--- src/rtl/bcd_value_assembler.sv ---
// Two-digit BCD entry (tens, then units) assembled into a range-checked
// binary value, with clear and optional inter-digit timeout.
module bcd_value_assembler #(
  parameter int MAX_VALUE      = 59,
  parameter int TIMEOUT_CYCLES = 0
) (
  input  logic       clk,
  input  logic       rst,
  input  logic       digit_valid,
  input  logic [3:0] digit,
  input  logic       clear,
  output logic [5:0] value,
  output logic       value_valid,
  output logic       error,
  output logic       awaiting_units,
  output logic [2:0] tens_held
);

  localparam int TW =
    (TIMEOUT_CYCLES > 0) ? $clog2(TIMEOUT_CYCLES + 1) : 1;
  localparam int TLIM =
    (TIMEOUT_CYCLES > 0) ? TIMEOUT_CYCLES - 1 : 0;
  localparam logic [TW-1:0] TLIM_V   = TW'(TLIM);
  localparam logic [3:0]    MAX_TENS = 4'(MAX_VALUE / 10);
  localparam logic [6:0]    MAX_SUM  = 7'(MAX_VALUE);

  typedef enum logic {IDLE, WAIT_UNITS} state_t;

  state_t        state, state_nx;
  logic [TW-1:0] timer, timer_nx;
  logic [2:0]    tens_nx;
  logic [5:0]    value_nx;
  logic          vv_nx, err_nx;
  logic [6:0]    sum;

  // tens*10 as (tens<<3)+(tens<<1), kept 7 bits wide for the range check
  assign sum = {1'b0, tens_held, 3'b000}
             + {3'b000, tens_held, 1'b0}
             + {3'b000, digit};

  always_comb begin
    state_nx = state;
    timer_nx = timer;
    tens_nx  = tens_held;
    value_nx = value;
    vv_nx    = 1'b0;
    err_nx   = 1'b0;
    if (clear) begin
      state_nx = IDLE;
      timer_nx = '0;
    end else begin
      unique case (state)
        IDLE: begin
          if (digit_valid) begin
            if (digit > 4'd9 || digit > MAX_TENS) begin
              err_nx = 1'b1;
            end else begin
              tens_nx  = digit[2:0];
              timer_nx = '0;
              state_nx = WAIT_UNITS;
            end
          end
        end
        WAIT_UNITS: begin
          if (digit_valid) begin
            state_nx = IDLE;
            timer_nx = '0;
            if (digit > 4'd9 || sum > MAX_SUM) begin
              err_nx = 1'b1;
            end else begin
              value_nx = sum[5:0];
              vv_nx    = 1'b1;
            end
          end else if (TIMEOUT_CYCLES > 0) begin
            // a digit in the final allowed cycle wins over the timeout
            if (timer == TLIM_V) begin
              err_nx   = 1'b1;
              state_nx = IDLE;
              timer_nx = '0;
            end else if (timer != '1) begin
              timer_nx = timer + 1'b1;
            end
          end
        end
        default: state_nx = IDLE;
      endcase
    end
  end

  always_ff @(posedge clk) begin
    if (rst) begin
      state       <= IDLE;
      timer       <= '0;
      tens_held   <= '0;
      value       <= '0;
      value_valid <= 1'b0;
      error       <= 1'b0;
    end else begin
      state       <= state_nx;
      timer       <= timer_nx;
      tens_held   <= tens_nx;
      value       <= value_nx;
      value_valid <= vv_nx;
      error       <= err_nx;
    end
  end

  assign awaiting_units = (state == WAIT_UNITS);

endmodule

--- config.mk ---
export PLATFORM = sky130hd
export DESIGN_NAME = bcd_value_assembler
export DESIGN_NICKNAME = d
export VERILOG_FILES = /design/src/rtl/bcd_value_assembler.sv
export SDC_FILE = /design/constraint.sdc
export NUM_CORES = 1
export LEC_CHECK = 0
export ABC_AREA = 1
export ABC_CLOCK_PERIOD_IN_PS = 2700
export CAP_MARGIN = 20
export CORE_MARGIN = 2
export CORE_UTILIZATION = 47
export DETAILED_ROUTE_END_ITERATION = 6
export PLACE_DENSITY = 0.85
export SLEW_MARGIN = 20
export SYNTH_ARGS = -nofsm -noshare
export SYNTH_HDL_FRONTEND = slang
export SYNTH_SLANG_ARGS = --single-unit
--- constraint.sdc ---
create_clock -name clk -period 2.7 [get_ports clk]
set_input_delay 0.405 -clock clk [delete_from_list [all_inputs] [get_ports clk]]
set_output_delay 0.405 -clock clk [all_outputs]
set_load 0.05 [all_outputs]
# Yosys cells after proc, flatten, opt, wreduce, memory -nomap -nowiden
# Cells that the tools add are included.
dict set report totals {
  inputBits 8
  output_inout_bits 12
  wordCells 31
  register_bits 12
}
dict set report op_classes {
  n_bitwise 5
  n_lt_le_gt_ge 3
  n_reduce_logical 6
  n_mux 10
  addsub 2
}
# cell n
set op_table {}
lappend op_table {{1-bit 2-to-1 mux} 8}
lappend op_table {{4-bit AND reduction} 2}
lappend op_table {{6-bit by 4-bit adder with 7-bit output} 1}
lappend op_table {{7-bit by 4-bit adder with 7-bit output} 1}
lappend op_table {{7-bit by 6-bit > comparator with 1-bit output, second input constant} 1}
lappend op_table {{1-bit NOT} 5}
lappend op_table {{4-bit by 3-bit > comparator with 1-bit output, second input constant} 1}
lappend op_table {{4-bit > comparator, second input constant} 1}
lappend op_table {{1-bit case mux with 2 select lines} 2}
lappend op_table {{4-bit OR reduction} 1}
lappend op_table {{1-bit logical OR} 2}
lappend op_table {{2-bit OR reduction} 1}

# Logic depth before layout (Yosys ltp)
# Gate-level depths: netlist of run 1.
dict set report depth {
  word_depth 7
  ltp_mapped 13
  depth_no_buf 13
}

# Worst setup path after synthesis of run 1
# OpenSTA, ideal clock, no wires.
dict set report synth_timing {
  kind {reg2reg}
  startpoint {register tens_held[2]}
  endpoint {register value[0]}
  n_path_buf 0
  arrival_time_ns 2.416
  required_ns 2.590
  synth_period_minus_slack_ns 2.525
  setup_ns 0.110
  path_stages_with_launch 12
  setup_slack_ns 0.175
  cell_sequence {dfxtp_1 -> inv_1 -> fa_1 -> fa_1 -> inv_1 -> nand2_1 -> nor2_2 -> nand3_4 -> nand3_4 -> nand2_1 -> inv_1 -> nor2_1}
}
dict set report synth_via {
  elab_chain_cells 6
}
# element line_no
set synth_rtl {}
lappend synth_rtl {{start, declared} 16} ;# output logic [2:0] tens_held
lappend synth_rtl {{start signal, assigned} 101} ;# tens_held <= tens_nx;
lappend synth_rtl {{6-bit by 4-bit adder with 7-bit output} 38} ;# + {3'b000, tens_held, 1'b0}
lappend synth_rtl {{7-bit by 4-bit adder with 7-bit output} 39} ;# + {3'b000, digit};
lappend synth_rtl {{7-bit by 6-bit > comparator with 1-bit output} 68} ;# if (digit > 4'd9 || sum > MAX_SUM) begin
lappend synth_rtl {{1-bit logical OR} 68}
lappend synth_rtl {{1-bit NOT (no source line)} n/a}
lappend synth_rtl {{4-bit AND reduction (no source line)} n/a}
lappend synth_rtl {{end signal, assigned} 102} ;# value <= value_nx;
lappend synth_rtl {{end, declared} 12} ;# output logic [5:0] value,
# Every way passes these cells.
# A chain may end at the register's enable or synchronous reset.

# Worst setup path in the final report of run 1
dict set report layout_timing {
  startpoint {input port digit[3]}
  endpoint {register value[0]}
}
dict set report layout_via {
  elab_chain_cells 5
  elab_cells_between_ends 6
  cone_classes {1 x add/sub; 2 x order compare; 1 x bitwise; 2 x reduce/logical}
}
# element line_no
set layout_rtl {}
lappend layout_rtl {{start, declared} 10} ;# input logic [3:0] digit,
lappend layout_rtl {{7-bit by 4-bit adder with 7-bit output} 39}
lappend layout_rtl {{7-bit by 6-bit > comparator with 1-bit output} 68}
lappend layout_rtl {{1-bit logical OR (*)} 68}
lappend layout_rtl {{1-bit NOT (no source line) (*)} n/a}
lappend layout_rtl {{4-bit AND reduction (no source line) (*)} n/a}
# Every way passes the cells marked *; elsewhere a longest branch is shown, timed or not.

==> reports/qor.csv, run 1 <==
metric,value,unit
status,finished clean,
initial antenna violation count,0,
"Distinct cells, synth",18,
# diodes,0,
Synth Warn #,0,
CTS Buf Count,3,
Critical Path RT,2.88,ns
total track usage,19.9,%
layout cells sized above 1,11.1,%
GP Congestion,0.769,
Worst R2R Path Depth,11,
die width,44.7,µm
"CTS clk-pin slew, worst paths",0.08,ns
Yosys top cell by area,dfxtp_1,
core area,0.00152,mm²
initial core utilization,51.1,%
pin count of the biggest net entering global routing,10,
fin nets,151,
Ports,20,
IO buf count,19,
"Top FF cell, synth",dfxtp_1,
Total Power,0.431,mW
Clock Tree Buf Depth,2,
Routed Antenna Nets,0,
Setup WS post-layout,0.142,ns
WL final,1740,µm
most common library cells after synthesis,"30 x inv_1, 23 x nand2_1, 12 x dfxtp_1",
Post-synth EDFFs,0,
Pwr Density,411,mW/mm²
fin crit share,94.7,%
Pleak,0.481,nW
hold slack,0.502,ns
RR Startpoint,tens_held[2]$_SDFFE_PP0P_,
Setup WS pre-CTS,-0.107,ns
CP Class,input port to flip-flop,
sequential share of the synthesized area,30.8,%
DRT iter0 DRCs,16,
worst hold path type,flip-flop to flip-flop,
# rows,14,
root buffer cell,clkbuf_4,
Syn Std Cell Area,779,µm²
worst hold path depth,2,
final sum of negative setup slack,0,ns
via count of the first global-routing pass,733,
CTS Sinks,12,
PostCTS Resize Cnt,0,
crit path capture type,flip-flop,
Die H,44.7,µm
wire length per cell,11.5,µm
drt pass-1 iters,4,
Fillers,123,
reg2reg end,value[0]$_SDFFE_PP0P_,
top cell type's share of synthesized area,30.8,%
final hold violation count,0,
"non-filler cells, final",151,
"top cells by area, synth","dfxtp_1 31%, inv_1 14%, nand2_1 11%",
Syn Area/Cell,7.15,µm²
CP Data Arrival Time,2.73,ns
fin crit period,2.56,ns
syn_nets,124,
Critical Path Start Type,input port,
Detail Placement HPWL,1380,µm
Hold EP,tens_held[1]$_SDFFE_PP0P_,
CTS hold repair buffers,0,
Area Growth Syn to Fin,34.5,%
Overflow after GRT,0,
MaxCap Viol Count,0,
relative slew slack,65.7,%
Synth Instances,109,
ys async rst share,0,%
first-pass GRT wire length,2900,µm
fmax,391,MHz
RSZ-0062 raised after global routing,no,
Slew @ Worst Pin,0.513,ns
synthesized flop and latch total,12,
Max Slew Vio Count,0,
htree depth,1,
most numerous cell in the Yosys netlist,inv_1,
hold_sp,tens_held[1]$_SDFFE_PP0P_,
Post-route DRC,0,
die area,0.00200,mm²
placed cell count,147,
number of post-CTS setup repair buffers,0,
via count,761,
R2R setup slack,0.36,ns
Crit Path Max Fanout,8,
worst IR drop on VDD,0.291,mV
TritonCTS clock tree,built,
latest clock arrival within the worst-skew pair,0.28,ns
Setup Skew,0.00641,ns
vias per cell,5.04,
final setup vio count,0,
routing by layer:
layer,global-route usage [%],up-vias,routed length (µm)
met5,0,-,0
met4,8.48,0,23
met3,4.00,4,65
met2,35.4,24,889
met1,23.0,339,764
li1,-,394,-
registers in the layout, indices dropped and copies added, names as in the netlist:
| register | flops |
|---|---|
| awaiting_units | 1 |
| error | 1 |
| value_valid | 1 |
| value | 6 |
| tens_held | 3 |
worst max path at each step:
stage,startpoint,end,slack [ns]
final,digit[3],value[0]$_SDFFE_PP0P_,0.14
after global routing,digit[3],value[1]$_SDFFE_PP0P_,0.01
after CTS,digit[3],value[0]$_SDFFE_PP0P_,0.16
after detailed placement,digit[3],value[0]$_SDFFE_PP0P_,-0.11
after global placement,digit[3],value[0]$_SDFFE_PP0P_,-0.04
after floorplan,tens_held[2]$_SDFFE_PP0P_,value[0]$_SDFFE_PP0P_,0.17
cell families (layout without fill, tap and decap cells):
| group | count (synthesis) | in the layout | synth area share [%] |
|---|---|---|---|
| buffers and inverters | 30 | 56 | 14.4 |
| adders and majority gates | 7 | 7 | 13.2 |
| AOI/OAI and AO/OA | 10 | 10 | 7.38 |
| DFF | 12 | 12 | 30.8 |
| and+or+nand+nor | 50 | 50 | 34.2 |
cell usage in the layout (no fill, tap or decap):
master           netlist  final
nand3_2                1      1
nand2_1               23     23
nand3_1                3      3
clkdlybuf4s50_1        0     19
clkbuf_8               0      1
buf_4                  0      3
nor2_2                 1      1
fa_1                   2      2
nor2_4                 2      2
a21oi_1                5      5
nand4_1                7      7
ha_1                   5      5
nand3_4                2      2
o21ai_0                3      3
dfxtp_1               12     12
clkbuf_4               0      3
nor2_1                 9      9
o21ai_1                1      1
or2_2                  1      1
nor3b_1                1      1
a211oi_2               1      1
inv_1                 30     30
worst max-delay path, cell delays in order:
cell and delay, ns:
clkdlybuf4s50_1 0.48, inv_1 0.07, fa_1 0.53, fa_1 0.46, inv_1 0.09, nand2_1 0.07
a21oi_1 0.24, nor2_4 0.11, nand3_4 0.13, nand2_1 0.06, inv_1 0.05, nor2_1 0.03
stage by stage:
stage / util (%) / instance area (µm²)
floorplan: - / 779
global placement: 66.4 / 1010
detailed placement: 66.4 / 1010
CTS: 68.8 / 1050
global route: 68.8 / 1050
finish: 68.8 / 1050
final cells by class:
type / instances / area (µm²) / area share [%]
Clock buffer: 4 / 36.3 / 3.46
Inverter: 30 / 113 / 10.7
Multi-Input combinational cell: 67 / 427 / 40.7
Sequential cell: 12 / 240 / 22.9
Tap cell: 16 / 20.0 / 1.91
Timing Repair Buffer: 22 / 213 / 20.3
where the power goes:
group	internal, mW	switching [mW]
combinational	0.0407	0.0607
sequential	0.181	0.00343
clock	0.0820	0.0631
total	0.304	0.127
(Power assumes the default switching activity.)
==> run 2: changes to the inputs <==
--- a/config.mk
+++ b/config.mk
@@ -12,6 +12,7 @@
 export CORE_UTILIZATION = 47
 export DETAILED_ROUTE_END_ITERATION = 6
 export PLACE_DENSITY = 0.85
+export SKIP_CTS_REPAIR_TIMING = 1
 export SLEW_MARGIN = 20
 export SYNTH_ARGS = -nofsm -noshare
 export SYNTH_HDL_FRONTEND = slang
==> results of run 2 <==
Same layout as run 1: the final DEF is identical, and so are final timing and power.
